$ cat src/rtl/continuous_monitoring_system_pkg.sv
// continuous_monitoring_system_pkg: shared control map, range bases and FSM encoding for the trace window
package continuous_monitoring_system_pkg;
  localparam int CTRL_ADDR_WIDTH = 8;
  localparam int CTRL_DATA_WIDTH = 64;
  localparam logic [31:0] WFI_INSTRUCTION = 32'h1050_0073;
  localparam logic [CTRL_ADDR_WIDTH-1:0] RANGE_LOWER_BASE = 8'h20;
  localparam logic [CTRL_ADDR_WIDTH-1:0] RANGE_UPPER_BASE = 8'h40;
  typedef enum logic [CTRL_ADDR_WIDTH-1:0] {
    A_START_EN        = 8'h00,
    A_END_EN          = 8'h01,
    A_START_ADDR      = 8'h02,
    A_END_ADDR        = 8'h03,
    A_RANGE_MASK      = 8'h04,
    A_TLAST_INTERVAL  = 8'h05,
    A_HALT_ON_FULL_EN = 8'h06,
    A_ARBITRARY_HALT  = 8'h07,
    A_WFI_STOPPED     = 8'h08,
    A_STATE           = 8'h09,
    A_EMIT_TOTAL      = 8'h0A
  } trace_window_addr_t;
  typedef enum logic [1:0] {
    ST_ARMED   = 2'd0,
    ST_TRACING = 2'd1,
    ST_STOPPED = 2'd2
  } tw_state_t;
endpackage

$ cat src/rtl/addr_range_match.sv
// addr_range_match: inclusive unsigned [lower, upper] hit for one enabled range
module addr_range_match #(
  parameter int XLEN = 64
) (
  input  logic [XLEN-1:0] pc,
  input  logic [XLEN-1:0] lower,
  input  logic [XLEN-1:0] upper,
  input  logic            enable,
  output logic            hit
);
  assign hit = enable && pc >= lower && pc <= upper;
endmodule

$ cat src/rtl/trace_window_ctrl.sv
// trace_window_ctrl: start/end triggered PC trace window with range filter, TLAST pacing and CPU halt control
module trace_window_ctrl
  import continuous_monitoring_system_pkg::*;
#(
  parameter int XLEN            = 64,
  parameter int NUM_RANGES      = 4,
  parameter int TLAST_CNT_WIDTH = 32
) (
  input  logic                       clk,
  input  logic                       rst,
  input  logic [XLEN-1:0]            pc,
  input  logic [31:0]                instr,
  input  logic                       pc_valid,
  input  logic [CTRL_ADDR_WIDTH-1:0] ctrl_addr,
  input  logic [CTRL_DATA_WIDTH-1:0] ctrl_wdata,
  input  logic                       ctrl_we,
  output logic [CTRL_DATA_WIDTH-1:0] ctrl_rdata,
  input  logic                       fifo_full,
  output logic                       trace_valid,
  output logic [XLEN-1:0]            trace_pc,
  output logic                       trace_last,
  output logic                       halt_cpu,
  output logic [1:0]                 state
);
  tw_state_t                  state_q, state_d;
  logic                       start_en_q, end_en_q, halt_on_full_en_q, arbitrary_halt_q;
  logic [XLEN-1:0]            start_addr_q, end_addr_q;
  logic [NUM_RANGES-1:0]      range_mask_q, range_hits;
  logic [XLEN-1:0]            lower_q [NUM_RANGES];
  logic [XLEN-1:0]            upper_q [NUM_RANGES];
  logic [TLAST_CNT_WIDTH-1:0] tlast_interval_q, cnt_q, cnt_d;
  logic [63:0]                total_q;
  logic                       trace_valid_q, trace_last_q;
  logic [XLEN-1:0]            trace_pc_q;
  logic [CTRL_DATA_WIDTH-1:0] rdata_q, rdata_d;
  logic                       range_hit, is_wfi, start_hit, end_hit, emit, end_evt;
  logic                       wr_tlast, wr_release, int_last;
  for (genvar i = 0; i < NUM_RANGES; i++) begin : g_range
    addr_range_match #(.XLEN(XLEN)) u_match (
      .pc     (pc),
      .lower  (lower_q[i]),
      .upper  (upper_q[i]),
      .enable (range_mask_q[i]),
      .hit    (range_hits[i])
    );
  end
  assign range_hit  = range_mask_q == '0 || |range_hits;
  assign is_wfi     = pc_valid && instr == WFI_INSTRUCTION;
  assign start_hit  = !start_en_q || pc == start_addr_q;
  assign end_hit    = end_en_q && pc == end_addr_q;
  assign wr_tlast   = ctrl_we && ctrl_addr == A_TLAST_INTERVAL;
  assign wr_release = ctrl_we && ctrl_addr == A_WFI_STOPPED && ctrl_wdata == '0;
  // WFI outranks every trigger; in ARMED a start match wins over a coincident end match
  always_comb begin
    state_d = state_q;
    emit    = 1'b0;
    end_evt = 1'b0;
    if (is_wfi)
      state_d = ST_STOPPED;
    else if (pc_valid && state_q == ST_ARMED && start_hit) begin
      state_d = ST_TRACING;
      emit    = range_hit;
    end else if (pc_valid && state_q == ST_TRACING) begin
      end_evt = end_hit;
      state_d = end_hit ? ST_ARMED : ST_TRACING;
      emit    = range_hit;
    end else if (state_q == ST_STOPPED && wr_release)
      state_d = ST_ARMED;
  end
  assign int_last = tlast_interval_q != '0 && cnt_q == tlast_interval_q - TLAST_CNT_WIDTH'(1);
  assign cnt_d    = (wr_tlast || end_evt) ? '0 : !emit ? cnt_q : int_last ? '0 : cnt_q + TLAST_CNT_WIDTH'(1);
  always_comb begin
    rdata_d = '0;
    case (ctrl_addr)
      A_START_EN:        rdata_d = CTRL_DATA_WIDTH'(start_en_q);
      A_END_EN:          rdata_d = CTRL_DATA_WIDTH'(end_en_q);
      A_START_ADDR:      rdata_d = CTRL_DATA_WIDTH'(start_addr_q);
      A_END_ADDR:        rdata_d = CTRL_DATA_WIDTH'(end_addr_q);
      A_RANGE_MASK:      rdata_d = CTRL_DATA_WIDTH'(range_mask_q);
      A_TLAST_INTERVAL:  rdata_d = CTRL_DATA_WIDTH'(tlast_interval_q);
      A_HALT_ON_FULL_EN: rdata_d = CTRL_DATA_WIDTH'(halt_on_full_en_q);
      A_ARBITRARY_HALT:  rdata_d = CTRL_DATA_WIDTH'(arbitrary_halt_q);
      A_WFI_STOPPED:     rdata_d = CTRL_DATA_WIDTH'(state_q == ST_STOPPED);
      A_STATE:           rdata_d = CTRL_DATA_WIDTH'(state_q);
      A_EMIT_TOTAL:      rdata_d = CTRL_DATA_WIDTH'(total_q);
      default:           ;
    endcase
    for (int i = 0; i < NUM_RANGES; i++) begin
      if (ctrl_addr == RANGE_LOWER_BASE + CTRL_ADDR_WIDTH'(i)) rdata_d = CTRL_DATA_WIDTH'(lower_q[i]);
      if (ctrl_addr == RANGE_UPPER_BASE + CTRL_ADDR_WIDTH'(i)) rdata_d = CTRL_DATA_WIDTH'(upper_q[i]);
    end
  end
  always_ff @(posedge clk) begin
    if (rst) begin
      state_q           <= ST_ARMED;
      start_en_q        <= 1'b0;
      end_en_q          <= 1'b0;
      start_addr_q      <= '0;
      end_addr_q        <= '0;
      range_mask_q      <= '0;
      tlast_interval_q  <= '0;
      halt_on_full_en_q <= 1'b0;
      arbitrary_halt_q  <= 1'b0;
      cnt_q             <= '0;
      total_q           <= '0;
      trace_valid_q     <= 1'b0;
      trace_last_q      <= 1'b0;
      trace_pc_q        <= '0;
      rdata_q           <= '0;
      for (int i = 0; i < NUM_RANGES; i++) begin
        lower_q[i] <= '0;
        upper_q[i] <= '0;
      end
    end else begin
      state_q       <= state_d;
      cnt_q         <= cnt_d;
      total_q       <= total_q + {63'b0, emit};
      trace_valid_q <= emit;
      trace_last_q  <= emit && (end_evt || int_last);
      rdata_q       <= rdata_d;
      if (emit) trace_pc_q <= pc;
      if (ctrl_we) begin
        case (ctrl_addr)
          A_START_EN:        start_en_q        <= ctrl_wdata[0];
          A_END_EN:          end_en_q          <= ctrl_wdata[0];
          A_START_ADDR:      start_addr_q      <= XLEN'(ctrl_wdata);
          A_END_ADDR:        end_addr_q        <= XLEN'(ctrl_wdata);
          A_RANGE_MASK:      range_mask_q      <= ctrl_wdata[NUM_RANGES-1:0];
          A_TLAST_INTERVAL:  tlast_interval_q  <= TLAST_CNT_WIDTH'(ctrl_wdata);
          A_HALT_ON_FULL_EN: halt_on_full_en_q <= ctrl_wdata[0];
          A_ARBITRARY_HALT:  arbitrary_halt_q  <= ctrl_wdata[0];
          default:           ;
        endcase
        for (int i = 0; i < NUM_RANGES; i++) begin
          if (ctrl_addr == RANGE_LOWER_BASE + CTRL_ADDR_WIDTH'(i)) lower_q[i] <= XLEN'(ctrl_wdata);
          if (ctrl_addr == RANGE_UPPER_BASE + CTRL_ADDR_WIDTH'(i)) upper_q[i] <= XLEN'(ctrl_wdata);
        end
      end
    end
  end
  assign halt_cpu    = (halt_on_full_en_q & fifo_full) | arbitrary_halt_q;
  assign trace_valid = trace_valid_q;
  assign trace_last  = trace_last_q;
  assign trace_pc    = trace_pc_q;
  assign ctrl_rdata  = rdata_q;
  assign state       = state_q;
endmodule

$ cat config.mk
export PLATFORM = sky130hd
export DESIGN_NAME = trace_window_ctrl
export DESIGN_NICKNAME = d
export VERILOG_FILES = /design/src/rtl/continuous_monitoring_system_pkg.sv /design/src/rtl/addr_range_match.sv /design/src/rtl/trace_window_ctrl.sv
export SDC_FILE = /design/constraint.sdc
export NUM_CORES = 2
export LEC_CHECK = 0
export ABC_AREA = 1
export CAP_MARGIN = 10
export CORE_MARGIN = 1.5
export CORE_UTILIZATION = 40
export DETAILED_ROUTE_END_ITERATION = 12
export SYNTH_ARGS = -nofsm -noshare
export SYNTH_HDL_FRONTEND = slang
export SYNTH_SLANG_ARGS = --single-unit
$ cat constraint.sdc
create_clock -name clk -period 10 [get_ports clk]
set_input_delay 2 -clock clk [delete_from_list [all_inputs] [get_ports clk]]
set_output_delay 2 -clock clk [all_outputs]
set_load 0.02 [all_outputs]
==> metrics.csv <==
metric,value,unit
cts_hold_buf,0,
ant_nets,0,
dpl_cell_area,59900,sq um
synth_nets,7733,
synth_area_leader_cell,edfxtp_1,
vias,50500,
syn_inst,7044,
ios,306,
holdCritPathClass,reg2reg,
combinationalPowerShare,12.7,%
grt_usage,31.6,%
yosysTopAreaCellShare,28.0,%
antenna_found_initial,5,
post-route-period-util,72.8,%
clock_skew,0.0382,ns
dieArea,139000,sq um
die_y,373,um
drt_first_pass_iters,9,
slowest_stage,clkdlybuf4s50_1,
status,finished clean,
routed_wl,226000,um
synth_area,54900,sq um
grt_pass1_vias,48300,
cp_max_fo,10,
yosysMostFrequentCell,nand2_1,
area_growth_syn_to_layout,15.9,%
internal_power,6.85,mW
async_flop_share,0,%
fin_ws,2.72,ns
worstSetupStartpointType,input pin,
ys.flop_type,edfxtp_1,
root_buffer,clkbuf_16,
endpoint_kind,flip-flop,
p_leak,28.3,nW
ys_ff_latch,908,
power.switching,2.61,mW
clk_latency,0.76,ns
pwr-share-clk,43.5,%
grt_max_degree,154,
drtIter0Drc,5587,
initial_utilization,40.4,%
cts_max_level,3,
syn_avg_cell_area,7.79,sq um
fmax,137,MHz
crit_arrival,7.93,ns
cts-buffers-inserted,108,
swShare,27.6,%
critical-path-top-cell-by-count,nand2_1,
rsz0062_at_grt,no,
max_slew_margin,6.99,%
setup_viol,0,
cap_violations,0,
remaining_drc_errors,0,
tns,0,ns
place_congestion,1.02,
power_density,149,nW/um^2
grt_pass1_wl,326000,um
postCtsSetupBuffers,0,
slew_viol_final,0,
avgViaCountPerCell,5.53,
cts_sinks,908,
clockBufferDepth,3,
max_slew.worst_pin.slew,1.38,ns
p_seq_share,43.8,%
path_clk_slew,0.07,ns
die_w,373,um
cts_resized,0,
yosys_warnings,0,
core,136000,sq um
crit_type,in2reg,
dp_slack,2.13,ns
fin_area,63600,sq um
drive_gt1_share,4.53,%
port_buffers,305,
worstPathRequired,10.65,ns
hpwl,170000,um
synth_edf_count,512,
post-route-min-period,7.28,ns
synthTopCellsByCount,"nand2_1 (1,282), nor2_1 (1,140), inv_1 (1,007)",
num-nets-final,7945,
rows,135,
overflow,0,
tritoncts,done,
slowest_delay,0.92,ns
ys_top_cells_by_area,"edfxtp_1 (28%), dfxtp_1 (14%), ha_1 (12%)",
ys_seq_area_share,42.5,%
ys_types,52,
wl_per_cell,24.7,um
hold_violations,0,
peakVddDrop,0.000134,V
==> final timing paths <==
check	slack [ns]	end	startpoint	cells after the start
min	0.47	total_q[51]$_SDFF_PP0_	total_q[51]$_SDFF_PP0_	1
max	2.72	total_q[62]$_SDFF_PP0_	pc[1]	30
max reg2reg	4.57	total_q[62]$_SDFF_PP0_	upper_q[2][31]$_SDFFCE_PN0P_	31
min reg2reg	0.47	total_q[51]$_SDFF_PP0_	total_q[51]$_SDFF_PP0_	1
==> registers in the layout, summed over array words and instances, names as in the netlist <==
signal and cells:
end_addr_q 64, arbitrary_halt_q 1, range_mask_q 4, start_addr_q 64
end_en_q 1, halt_on_full_en_q 1, trace_valid 1, state 2
trace_last 1, tlast_interval_q 32, trace_pc 64, total_q 64
ctrl_rdata 64, upper_q 256, start_en_q 1, lower_q 256
cnt_q 32
==> area by class of cell <==
class / count / area [sq um]
antenna: 4 / 10.0
clock buffer: 147 / 3110
clock inverter: 57 / 542
fill: 13600 / 72200
inverter: 1047 / 3940
multi-input combinational: 4814 / 26800
sequential: 908 / 23300
tap: 1781 / 2230
timing repair buffer: 377 / 3630
==> metal layers <==
metal | global-route usage, % | share of wire [%] | wire length (um) | vias up
li1 | - | - | - | 23700
met1 | 40.9 | 41 | 92300 | 24100
met2 | 50.8 | 45 | 102000 | 2182
met3 | 5.53 | 8.2 | 18600 | 505
met4 | 16.1 | 5.8 | 13100 | 2
met5 | 0 | 0.0080 | 18 | -
==> cell families after synthesis <==
family                   after synthesis  synth area share, %
AO/OA/AOI/OAI                       1207                 12.2
XOR/XNOR                             134                 2.14
adder cells (fa/ha/maj)              516                 11.8
buffers and inverters               1322                 9.11
flip-flops                           908                 42.5
AND/OR/NAND/NOR                     2957                 22.3
==> through the flow <==
stage	hold WS, ns	utilization, %	power [mW]	std cells
after floorplan	0.428	-	4.87	7044
after global placement	0.444	44.1	5.38	8924
after detailed placement	0.454	44.1	5.41	8925
after CTS	0.464	46.8	9.49	9129
after global routing	0.492	46.8	9.78	9131
final	0.468	46.8	9.46	9135
==> worst max-delay path: cells and delay by family <==
family          cells  cell delay [ns]
compound gates      2             0.18
simple gates       22             3.96
fa+ha+maj           2             0.36
buf+inv             4             1.40
==> cells in the final DEF, fill, tap and decap left out, drive strengths merged, types with 73 or more instances in the layout <==
cell type / n
inv: 1021
a21oi: 568
nand2: 1287
clkbuf: 147
nor3: 107
xor2: 79
nor2: 1158
buf: 73
clkdlybuf4s50: 304
ha: 516
o21ai: 405
nand4: 136
dfxtp: 396
edfxtp: 512
nand3: 161
==> power groups by stage <==
stage          sequential [mW]  combinational (mW)  clock (mW)
2_1_floorplan             4.26               0.612           0
3_3_place_gp              4.22                1.16           0
3_5_place_dp              4.23                1.18           0
4_1_cts                   4.15                1.18        4.16
5_1_grt                   4.16                1.32        4.29
6_report                  4.15                1.20        4.12
Power figures use the tool's default switching activity.
